<file path="src/rtl/rv32_pkg.sv">
// Shared core constants: LSU access widths, writeback sources, branch conditions, ALU ops.
// Also holds the LSU state encoding and the alignment helper used by the load/store unit.
package rv32_pkg;

    localparam logic [1:0] LSU_W_B   = 2'b00;
    localparam logic [1:0] LSU_W_H   = 2'b01;
    localparam logic [1:0] LSU_W_W   = 2'b10;
    localparam logic [1:0] LSU_W_ILL = 2'b11;
    localparam int         LSU_FUNC_UNSIGNED_BIT = 2;

    localparam logic [1:0] WB_SOURCE_ALU = 2'd0;
    localparam logic [1:0] WB_SOURCE_LSU = 2'd1;
    localparam logic [1:0] WB_SOURCE_PC4 = 2'd2;
    localparam logic [1:0] WB_SOURCE_IMM = 2'd3;

    localparam logic [2:0] BR_COND_NONE = 3'd0;
    localparam logic [2:0] BR_COND_EQ   = 3'd1;
    localparam logic [2:0] BR_COND_NE   = 3'd2;
    localparam logic [2:0] BR_COND_LT   = 3'd3;
    localparam logic [2:0] BR_COND_GE   = 3'd4;
    localparam logic [2:0] BR_COND_LTU  = 3'd5;
    localparam logic [2:0] BR_COND_GEU  = 3'd6;
    localparam logic [2:0] BR_COND_JUMP = 3'd7;

    localparam logic [3:0] ALU_OP_ADD  = 4'd0;
    localparam logic [3:0] ALU_OP_SUB  = 4'd1;
    localparam logic [3:0] ALU_OP_SLL  = 4'd2;
    localparam logic [3:0] ALU_OP_SLT  = 4'd3;
    localparam logic [3:0] ALU_OP_SLTU = 4'd4;
    localparam logic [3:0] ALU_OP_XOR  = 4'd5;
    localparam logic [3:0] ALU_OP_SRL  = 4'd6;
    localparam logic [3:0] ALU_OP_SRA  = 4'd7;
    localparam logic [3:0] ALU_OP_OR   = 4'd8;
    localparam logic [3:0] ALU_OP_AND  = 4'd9;

    typedef enum logic [1:0] {
        LSU_IDLE = 2'd0,
        LSU_BUS  = 2'd1,
        LSU_RESP = 2'd2
    } lsu_state_t;

    function automatic logic lsu_misaligned(input logic [1:0] width, input logic [1:0] addr_lo);
        return ((width == LSU_W_H) && addr_lo[0]) || ((width == LSU_W_W) && (addr_lo != 2'b00));
    endfunction

endpackage

</file>
<file path="src/rtl/rv32_mod_lsu_align.sv">
// Byte-lane mapping for stores and byte/half extraction with sign/zero extension for loads.
// Latency: combinational. Backpressure: none (pure function of its inputs).
// Width 11 (illegal) yields zero lanes and zero data; the caller never issues it to the bus.
module rv32_mod_lsu_align
    import rv32_pkg::*;
(
    input  logic [1:0]  width,
    input  logic        load_unsigned,
    input  logic [1:0]  addr_lo,
    input  logic [31:0] store_data,
    input  logic [31:0] bus_rdata,
    output logic [3:0]  be,
    output logic [31:0] lane_wdata,
    output logic [31:0] load_data
);

    logic [7:0]  sel_byte;
    logic [15:0] sel_half;

    always_comb begin
        sel_byte = 8'h00;
        case (addr_lo)
            2'd0:    sel_byte = bus_rdata[7:0];
            2'd1:    sel_byte = bus_rdata[15:8];
            2'd2:    sel_byte = bus_rdata[23:16];
            default: sel_byte = bus_rdata[31:24];
        endcase
        sel_half = addr_lo[1] ? bus_rdata[31:16] : bus_rdata[15:0];
    end

    always_comb begin
        be         = 4'b0000;
        lane_wdata = 32'h0;
        load_data  = 32'h0;
        case (width)
            LSU_W_B: begin
                be         = 4'b0001 << addr_lo;
                lane_wdata = {4{store_data[7:0]}};
                load_data  = {{24{sel_byte[7] & ~load_unsigned}}, sel_byte};
            end
            LSU_W_H: begin
                be         = 4'b0011 << {addr_lo[1], 1'b0};
                lane_wdata = {2{store_data[15:0]}};
                load_data  = {{16{sel_half[15] & ~load_unsigned}}, sel_half};
            end
            LSU_W_W: begin
                be         = 4'b1111;
                lane_wdata = store_data;
                load_data  = bus_rdata;
            end
            default: ;
        endcase
    end

endmodule

</file>
<file path="src/rtl/rv32_mod_load_store_unit.sv">
// Load/store unit: one data-bus access at a time, returns extended load data (optional RV32_LSU_MISALIGN_TRAP_EN).
// Latency: accept at 0, bus_req at 1, bus_ack at N -> resp_valid at N+1; illegal/trapped accesses respond at 1.
// Backpressure: req_ready only in IDLE; bus access ends on bus_ack, bus_err or TIMEOUT_CYCLES without ack.
module rv32_mod_load_store_unit
    import rv32_pkg::*;
#(
    parameter int TIMEOUT_CYCLES = 64
) (
    input  logic        clk,
    input  logic        rst,
    input  logic        req_valid,
    output logic        req_ready,
    input  logic        req_write,
    input  logic [3:0]  req_func,
    input  logic [31:0] req_addr,
    input  logic [31:0] req_wdata,
    output logic        resp_valid,
    output logic [31:0] resp_rdata,
    output logic        resp_error,
    output logic        bus_req,
    output logic        bus_we,
    output logic [31:0] bus_addr,
    output logic [3:0]  bus_be,
    output logic [31:0] bus_wdata,
    input  logic        bus_ack,
    input  logic        bus_err,
    input  logic [31:0] bus_rdata
);

    localparam int CNT_W = (TIMEOUT_CYCLES > 2) ? $clog2(TIMEOUT_CYCLES) : 1;
    localparam logic [CNT_W-1:0] CNT_LAST = CNT_W'(TIMEOUT_CYCLES - 1);

    lsu_state_t       state;
    logic [CNT_W-1:0] cnt;
    logic [1:0]       lat_width;
    logic             lat_unsigned;
    logic [1:0]       lat_addr_lo;

    logic [1:0]  req_width;
    logic [1:0]  eff_addr_lo;
    logic        reject;
    logic        unused_func3;

    logic [1:0]  al_width;
    logic        al_unsigned;
    logic [1:0]  al_addr_lo;
    logic [3:0]  al_be;
    logic [31:0] al_wdata;
    logic [31:0] al_load;

    assign req_width    = req_func[1:0];
    assign unused_func3 = req_func[3];

`ifdef RV32_LSU_MISALIGN_TRAP_EN
    assign eff_addr_lo = req_addr[1:0];
    assign reject      = (req_width == LSU_W_ILL) || lsu_misaligned(req_width, req_addr[1:0]);
`else
    // Misaligned halves/words are silently forced onto their natural boundary.
    always_comb begin
        eff_addr_lo = req_addr[1:0];
        if (req_width == LSU_W_H) eff_addr_lo[0] = 1'b0;
        if (req_width == LSU_W_W) eff_addr_lo    = 2'b00;
    end
    assign reject = (req_width == LSU_W_ILL);
`endif

    // The aligner sees the live request while idle and the latched access while on the bus.
    assign al_width    = (state == LSU_IDLE) ? req_width   : lat_width;
    assign al_unsigned = (state == LSU_IDLE) ? req_func[LSU_FUNC_UNSIGNED_BIT] : lat_unsigned;
    assign al_addr_lo  = (state == LSU_IDLE) ? eff_addr_lo : lat_addr_lo;

    rv32_mod_lsu_align u_align (
        .width         (al_width),
        .load_unsigned (al_unsigned),
        .addr_lo       (al_addr_lo),
        .store_data    (req_wdata),
        .bus_rdata     (bus_rdata),
        .be            (al_be),
        .lane_wdata    (al_wdata),
        .load_data     (al_load)
    );

    always_ff @(posedge clk) begin
        if (rst) begin
            state        <= LSU_IDLE;
            cnt          <= '0;
            lat_width    <= LSU_W_B;
            lat_unsigned <= 1'b0;
            lat_addr_lo  <= 2'b00;
            req_ready    <= 1'b1;
            resp_valid   <= 1'b0;
            resp_rdata   <= 32'h0;
            resp_error   <= 1'b0;
            bus_req      <= 1'b0;
            bus_we       <= 1'b0;
            bus_addr     <= 32'h0;
            bus_be       <= 4'h0;
            bus_wdata    <= 32'h0;
        end else begin
            case (state)
                LSU_IDLE: begin
                    if (req_valid) begin
                        req_ready    <= 1'b0;
                        cnt          <= '0;
                        lat_width    <= req_width;
                        lat_unsigned <= req_func[LSU_FUNC_UNSIGNED_BIT];
                        lat_addr_lo  <= eff_addr_lo;
                        if (reject) begin
                            state      <= LSU_RESP;
                            resp_valid <= 1'b1;
                            resp_error <= 1'b1;
                            resp_rdata <= 32'h0;
                        end else begin
                            state     <= LSU_BUS;
                            bus_req   <= 1'b1;
                            bus_we    <= req_write;
                            bus_addr  <= {req_addr[31:2], 2'b00};
                            bus_be    <= al_be;
                            bus_wdata <= al_wdata;
                        end
                    end
                end
                LSU_BUS: begin
                    if (bus_err || bus_ack || (cnt == CNT_LAST)) begin
                        state      <= LSU_RESP;
                        resp_valid <= 1'b1;
                        resp_error <= bus_err || !bus_ack;
                        resp_rdata <= (!bus_err && bus_ack && !bus_we) ? al_load : 32'h0;
                        bus_req    <= 1'b0;
                        bus_we     <= 1'b0;
                        bus_addr   <= 32'h0;
                        bus_be     <= 4'h0;
                        bus_wdata  <= 32'h0;
                    end else begin
                        cnt <= cnt + 1'b1;
                    end
                end
                default: begin
                    state      <= LSU_IDLE;
                    req_ready  <= 1'b1;
                    resp_valid <= 1'b0;
                    resp_error <= 1'b0;
                    resp_rdata <= 32'h0;
                end
            endcase
        end
    end

endmodule

</file>
<file path="config.mk">
export PLATFORM = sky130hd
export DESIGN_NAME = rv32_mod_load_store_unit
export DESIGN_NICKNAME = d
export VERILOG_FILES = /design/src/rtl/rv32_pkg.sv /design/src/rtl/rv32_mod_lsu_align.sv /design/src/rtl/rv32_mod_load_store_unit.sv
export SDC_FILE = /design/constraint.sdc
export NUM_CORES = 1
export LEC_CHECK = 0
export ABC_AREA = 1
export CORE_MARGIN = 4
export CORE_UTILIZATION = 48
export CTS_BUF_LIST = sky130_fd_sc_hd__clkbuf_16
export DETAILED_ROUTE_END_ITERATION = 10
export PLACE_DENSITY_LB_ADDON = 0.1
export SLEW_MARGIN = 15
export SYNTH_ARGS = -nofsm -noshare
export SYNTH_HDL_FRONTEND = slang
export SYNTH_SLANG_ARGS = --single-unit
</file>
<file path="constraint.sdc">
create_clock -name clk -period 2.97 [get_ports clk]
set_clock_uncertainty 0.05 [all_clocks]
set_input_delay 0.594 -clock clk [delete_from_list [all_inputs] [get_ports clk]]
set_output_delay 0.594 -clock clk [all_outputs]
set_load 0.01 [all_outputs]
</file>
# --- Yosys cells after proc, flatten, opt, wreduce, memory -nomap -nowiden ---
# Index checks and enable logic that the tools add are counted.
# Widths: inputs -> output; s select.
totals:
  regBits: 118
  in_bits: 106
  output_inout_bits: 105
  word_cells: 101
op_classes:
  addsub: 1
  eq_ne: 14
  shift: 2
  muxes: 48
  n_bitwise: 4
  reduce_logical: 18
ops:
  columns: ["cell", "n"]
  rows:
  - ["$mux 32", 9]
  - ["$pmux 32 s2", 3]
  - ["$pmux 32 s3", 2]
  - ["$pmux 8 s3", 1]
  - ["$mux 16", 1]
  - ["$mux 1", 12]
  - ["$mux 2", 6]
  - ["$mux 4", 3]
  - ["$mux 6", 2]
  - ["$pmux 4 s3", 1]
  - ["$pmux 6 s2", 1]
  - ["$ne 2x2->1 const B", 5]
  - ["$pmux 1 s2", 5]
  - ["$eq 2x1->1 const B", 4]
  - ["$eq 2x2->1 const B", 4]
  - ["$pmux 4 s2", 1]
  - ["$add 6x1->6 const B", 1]
  - ["$eq 6x6->1 const B", 1]
  - ["$logic_not 2->1", 3]
  - ["$reduce_and 2->1", 3]
  - ["$reduce_and 3->1", 2]
  - ["$pmux 2 s2", 1]
  - ["$reduce_and 4->1", 1]
  - ["$shl 1x2->4 const A", 1]
  - ["7 further kinds", 14]

# --- Depth between registers and ports, before layout ---
logic_depth:
  word_depth: 11
  mapped_depth: 14
  mapped_depth_nobuf: 13

# --- Cells and area by module ---
# From an unflattened synthesis, not the netlist that was laid out.
hier_totals:
  cells_unflattened: 1170
  hier_area_um2: 6806.5
modules_own_cells:
  columns: ["mod", "n_inst", "cells_per_inst", "area_per_inst_um2", "seq_area_each_um2"]
  rows:
  - ["rv32_mod_load_store_unit", 1, 839, 5345.1, 2322.2]
  - ["rv32_mod_lsu_align", 1, 331, 1461.4, 0.0]

# --- Worst setup path before layout ---
# OpenSTA, ideal clock, no wires.
synth_timing:
  kind: "input to register"
  from: "in req_func[0]"
  to: "reg resp_rdata[16]"
  setup_ns: 0.067
  arrival_time_ns: 1.659
  required_time_ns: 2.853
  path_slack_ns: 1.193
  stages: 13
  path_buffers: 1
  cell_sequence: "inv_2 nand2_1 nand2_1 nand2_1 nand2_4 nand2_2 nand3_2 nor2_4 buf_6 nor2_1 nand2_1 nand2_1 a21oi_2"
synth_between:
  elab_chain_cells: 11
  word_cells_on_any_way: 23
synth_rtl:
  columns: ["element", "line", "rtl"]
  rows:
  - ["start: declaration", "rv32_mod_load_store_unit.sv:14", "input logic [3:0] req_func,"]
  - ["$eq 2x1->1", "rv32_mod_load_store_unit.sv:61", "if (req_width == LSU_W_H) eff_addr_lo[0] = 1'b0;"]
  - ["$mux 1", "rv32_mod_load_store_unit.sv:61", null]
  - ["$mux 2", "rv32_mod_load_store_unit.sv:62", "if (req_width == LSU_W_W) eff_addr_lo = 2'b00;"]
  - ["$mux 2", "rv32_mod_load_store_unit.sv:70", "assign al_addr_lo = (state == LSU_IDLE) ? eff_addr_lo : lat_addr_lo;"]
  - ["$eq 2x2->1 (tied with other cells)", "rv32_mod_lsu_align.sv:22", "case (addr_lo)"]
  - ["$pmux 8 s3", "rv32_mod_lsu_align.sv:22", null]
  - ["$and 1x1->1", "rv32_mod_lsu_align.sv:39", "load_data = {{24{sel_byte[7] & ~load_unsigned}}, sel_byte};"]
  - ["$pmux 32 s3", "rv32_mod_lsu_align.sv:35", "case (width)"]
  - ["$mux 32", "rv32_mod_load_store_unit.sv:128", "resp_rdata <= (!bus_err && bus_ack && !bus_we) ? al_load : 32'h0;"]
  - ["$mux 32", "rv32_mod_load_store_unit.sv:124", "if (bus_err || bus_ack || (cnt == CNT_LAST)) begin"]
  - ["$pmux 32 s2", "rv32_mod_load_store_unit.sv:100", "case (state)"]
  - ["end signal: assignment", "rv32_mod_load_store_unit.sv:128", null]
  - ["end: declaration", "rv32_mod_load_store_unit.sv:18", "output logic [31:0] resp_rdata,"]
# Parallel ways exist; a longest one is shown, timed or not. The select of a mux whose other input is x is not followed.
# A chain may end at the register's enable or synchronous reset.

# --- Worst setup path after layout ---
layout_timing:
  from: "reg state[0]"
  to: "reg resp_rdata[8]"
layout_between:
  elab_chain_cells: 9
  word_cells_on_any_way: 23
layout_rtl:
  columns: ["element", "line", "rtl"]
  rows:
  - ["start: declaration", "rv32_mod_load_store_unit.sv:33", "lsu_state_t state;"]
  - ["start signal: assignment", "rv32_mod_load_store_unit.sv:85", "state <= LSU_IDLE;"]
  - ["start signal: assignment", "rv32_mod_load_store_unit.sv:109", "state <= LSU_RESP;"]
  - ["start signal: assignment", "rv32_mod_load_store_unit.sv:114", "state <= LSU_BUS;"]
  - ["$logic_not 2->1", null, null]
  - ["$mux 2", "rv32_mod_load_store_unit.sv:70", null]
  - ["$eq 2x2->1 (tied with other cells)", "rv32_mod_lsu_align.sv:22", null]
  - ["$pmux 8 s3", "rv32_mod_lsu_align.sv:22", null]
  - ["$and 1x1->1", "rv32_mod_lsu_align.sv:39", null]
  - ["$pmux 32 s3", "rv32_mod_lsu_align.sv:35", null]
  - ["$mux 32", "rv32_mod_load_store_unit.sv:128", null]
  - ["$mux 32", "rv32_mod_load_store_unit.sv:124", null]
  - ["$pmux 32 s2", "rv32_mod_load_store_unit.sv:100", null]
# Parallel ways exist; a longest one is shown, timed or not. The select of a mux whose other input is x is not followed.

==> out/qor.csv <==
stage;metric;value;unit
global_routing;GRT busiest layer;met2;
final_layout;post-layout net count;1161;
setup_path;Reg2Reg Launch Point;state[0];
routing;DRC viols;0;
setup_path;CP endpoint;resp_rdata[8];
die;core region area;0.01152;sq mm
clocking;Clock transition at path regs;60;ps
logic_synthesis;Top FF cell, synth;dfxtp_1;
logic_synthesis;Synth async-reset ratio;0;
final_layout;layout cells sized above 1;0.07123;
clocking;Gates resized, CTS repair;0;
logic_synthesis;Yosys warnings;0;
logic_synthesis;Synth Area in Simple Gates;0.3086;
setup_path;CP endpoint kind;flop;
die;row count;39;
timing;relative slew slack;0.6045;
global_routing;antenna violations before repair;0;
power;Static Leak;3.510;nW
setup_path;critical register-to-register path endpoint;resp_rdata[8];
logic_synthesis;Synth Area in Adders;0.002192;
setup_path;r2r setup slk;620;ps
setup_path;CP required;3220;ps
logic_synthesis;largest family of logic cells by synthesized area;simple AND/OR/NAND/NOR gates;
clocking;root buffer cell;clkbuf_16;
logic_synthesis;mux cell area share after synthesis;0;
routing;iteration-0 DRC count of the detailed router;543;
logic_synthesis;sequential-to-total area share from yosys stat;0.4067;
timing;Least-Margin Pin Slew;593.3;ps
die;die area;0.01370;sq mm
logic_synthesis;synth unique cells;39;
logic_synthesis;Synth Area in XOR/XNOR;0.001534;
global_routing;met3 GRT Util;0.07455;
clocking;Post-CTS Hold Buffers;0;
clocking;clock sinks;116;
setup_path;FF-to-FF path depth;10;
global_routing;GR Util met2;0.4448;
placed_design;placed cell area;0.007864;sq mm
timing;final critical-path share of the clock period;0.7915;
placed_design;Post-DP HPWL;12380;um
die;Top Ports;211;
timing;setup tns final;0;ps
final_layout;area grow syn2layout;48.89;%
setup_path;crit path max fanout;12;
routing;First-pass DRT Iterations;7;
die;die width;117.1;um
timing;max-slew violations;0;
power;Max IR drop VDD;0.0003748;V
placed_design;Port Buffers;207;
logic_synthesis;Post-synth EDFFs;0;
clocking;Clock Latency Late Sink;410;ps
logic_synthesis;Synth Instances;862;
routing;Vias;6203;
routing;drt total wl;18160;um
clocking;Post-CTS Setup Bufs;0;
timing;unrepaired setup endpoints after global routing;false;
timing;Setup Viol. Count Final;0;
global_routing;met1 Use GR;0.3171;
die;Initial Util;0.4958;
flow_run;max-cap viol count;0;
routing;post-route ant nets;0;
final_layout;n_diodes;0;
setup_path;crit path DAT;2600;ps
setup_path;Crit. Startpoint;state[0];
global_routing;first-pass GRT wire length;28270;um
setup_path;Worst setup SP type;flop;
run_status;status;complete, no violations;
placed_design;GP Congestion;0.9064;
setup_path;CP Class;flop to flop;
power;Power Dens Cells;649.6;mW/mm^2
clocking;H-tree depth;4;
logic_synthesis;compound-gate portion of the synthesized area;0.1810;
timing;post-layout minimum cycle time;2351;ps
clocking;CTS buffer count;17;
logic_synthesis;cell area after synthesis;0.005709;sq mm
routing;DR WL/cell;15.01;um
global_routing;vias in the first global route;5702;
routing;vias per cell;5.126;
die;DIE HEIGHT;117.1;um
global_routing;GR Overflow Total;0;
global_routing;GR Util All Layers;0.2636;
hold_path;Min-Delay Path Class;flop to flop;
global_routing;largest net degree at the start of global routing;70;
timing;Final Hold Vio Count;0;
final_layout;cell area after layout;0.008501;sq mm
timing;Peak Freq;0.4254;GHz
logic_synthesis;#FFs+latches synth;116;
clocking;Max clock buf depth;2;
logic_synthesis;Avg Inst Size Synth;6.623;sq um
clocking;CTS tree;built;
state kept, by name, summed over array words and instances (netlist names):
register / count
resp_valid: 1
lat_unsigned: 1
lat_width: 2
bus_req: 1
req_ready: 1
state: 2
resp_error: 1
resp_rdata: 32
bus_be: 4
cnt: 6
bus_addr: 30
bus_wdata: 32
bus_we: 1
lat_addr_lo: 2
cell usage after synthesis (2+ instances only):
| library cell | n | share of area |
|---|---|---|
| a22o_1 | 8 | 0.012 |
| inv_1 | 69 | 0.045 |
| nor2_4 | 5 | 0.0099 |
| o22ai_1 | 4 | 0.0044 |
| a21oi_1 | 107 | 0.094 |
| nand2_1 | 339 | 0.22 |
| a21oi_2 | 2 | 0.0031 |
| a22oi_1 | 7 | 0.0092 |
| nor3b_1 | 2 | 0.0026 |
| dfxtp_1 | 116 | 0.41 |
| clkbuf_1 | 24 | 0.016 |
| nand3_1 | 27 | 0.024 |
| buf_6 | 5 | 0.0099 |
| nand2_4 | 2 | 0.0039 |
| nor2_1 | 44 | 0.029 |
| o21ai_1 | 9 | 0.0079 |
| buf_4 | 6 | 0.0079 |
| o31ai_1 | 3 | 0.0039 |
| nand4_1 | 2 | 0.0022 |
| nand2_2 | 5 | 0.0055 |
| o21bai_1 | 2 | 0.0026 |
| o21ai_4 | 2 | 0.0057 |
| buf_2 | 16 | 0.014 |
| o211ai_1 | 8 | 0.011 |
| o21ai_0 | 29 | 0.025 |
| inv_2 | 6 | 0.0039 |
metrics by stage:
step | worst slack [ps] | instances | hold slack, ps | utilization | power, mW
final | 619.3 | 1210 | 409.8 | 0.7382 | 5.522
after CTS | 649.5 | 1210 | 412.1 | 0.7382 | 5.551
after floorplan | 1194 | 863 | 403.1 | - | 2.710
after detailed placement | 223.4 | 1178 | 401.9 | 0.6829 | 3.318
after global routing | 405.8 | 1210 | 428.9 | 0.7382 | 5.805
after global placement | 201.5 | 1178 | 398.6 | 0.6829 | 3.303
where the power goes:
part	internal (mW)	switching (mW)	total, mW
registers	1.69	0.0655	1.75
clock network	1.48	0.744	2.22
logic	0.663	0.887	1.55
cells by family (layout without fill, tap and decap cells):
| kind of cell | count (synthesis) | after routing |
|---|---|---|
| and+or+nand+nor | 432 | 432 |
| xor gates and xnor gates | 1 | 1 |
| adders and majority gates | 1 | 1 |
| other | 1 | 2 |
| AOI/OAI and AO/OA | 182 | 182 |
| DFF | 116 | 116 |
| buffers and inverters | 129 | 333 |
worst min-delay path by stage:
stage / start / endpoint / cells past startpoint
floorplan: lat_unsigned / lat_unsigned / 2
global placement: bus_req / bus_req / 2
detailed placement: req_ready / req_ready / 2
CTS: bus_addr[4] / bus_addr[4] / 2
global route: bus_wdata[16] / bus_wdata[16] / 2
finish: bus_addr[8] / bus_addr[8] / 2
critical path, stage by stage, from the launching register on:
cell     delay, ps
dfxtp_1        350
nor2_4         380
nand2_1        160
o21ai_4        130
inv_2          170
nand2_4        190
inv_1          240
a22oi_1        320
nand2_1         90
nand2_1         70
a21oi_1         60
layout by cell type, fill, tap and decap left out, types with 3 or more instances in the layout:
| cell | count |
|---|---|
| clkinvlp_4 | 3 |
| clkdlybuf4s50_1 | 206 |
| o21ai_1 | 9 |
| o22ai_1 | 4 |
| inv_1 | 69 |
| a22oi_1 | 7 |
| nor2_1 | 44 |
| inv_2 | 6 |
| bufinv_16 | 5 |
| dfxtp_1 | 116 |
| nor2_4 | 5 |
| o31ai_1 | 3 |
| clkinv_1 | 4 |
| a21oi_1 | 107 |
| o21ai_0 | 29 |
| nand3_1 | 26 |
| nand2_2 | 5 |
| o211ai_1 | 8 |
| buf_4 | 15 |
| buf_12 | 3 |
| nand2_1 | 339 |
| clkbuf_16 | 17 |
| a22o_1 | 8 |
area by class of cell:
class / instances / area, sq um
inverter: 77 / 291.5
clock inverter: 15 / 211.5
clock buffer: 17 / 425.4
fill: 948 / 3015
timing repair buffer: 224 / 2235
tap: 143 / 178.9
multi-input combinational: 618 / 2836
sequential: 116 / 2322
metal layers:
metal,share of wire,up-vias
met2,0.49,225
met5,0,-
met3,0.080,34
met1,0.41,2821
met4,0.023,0
li1,-,3123
(Power assumes the default switching activity.)
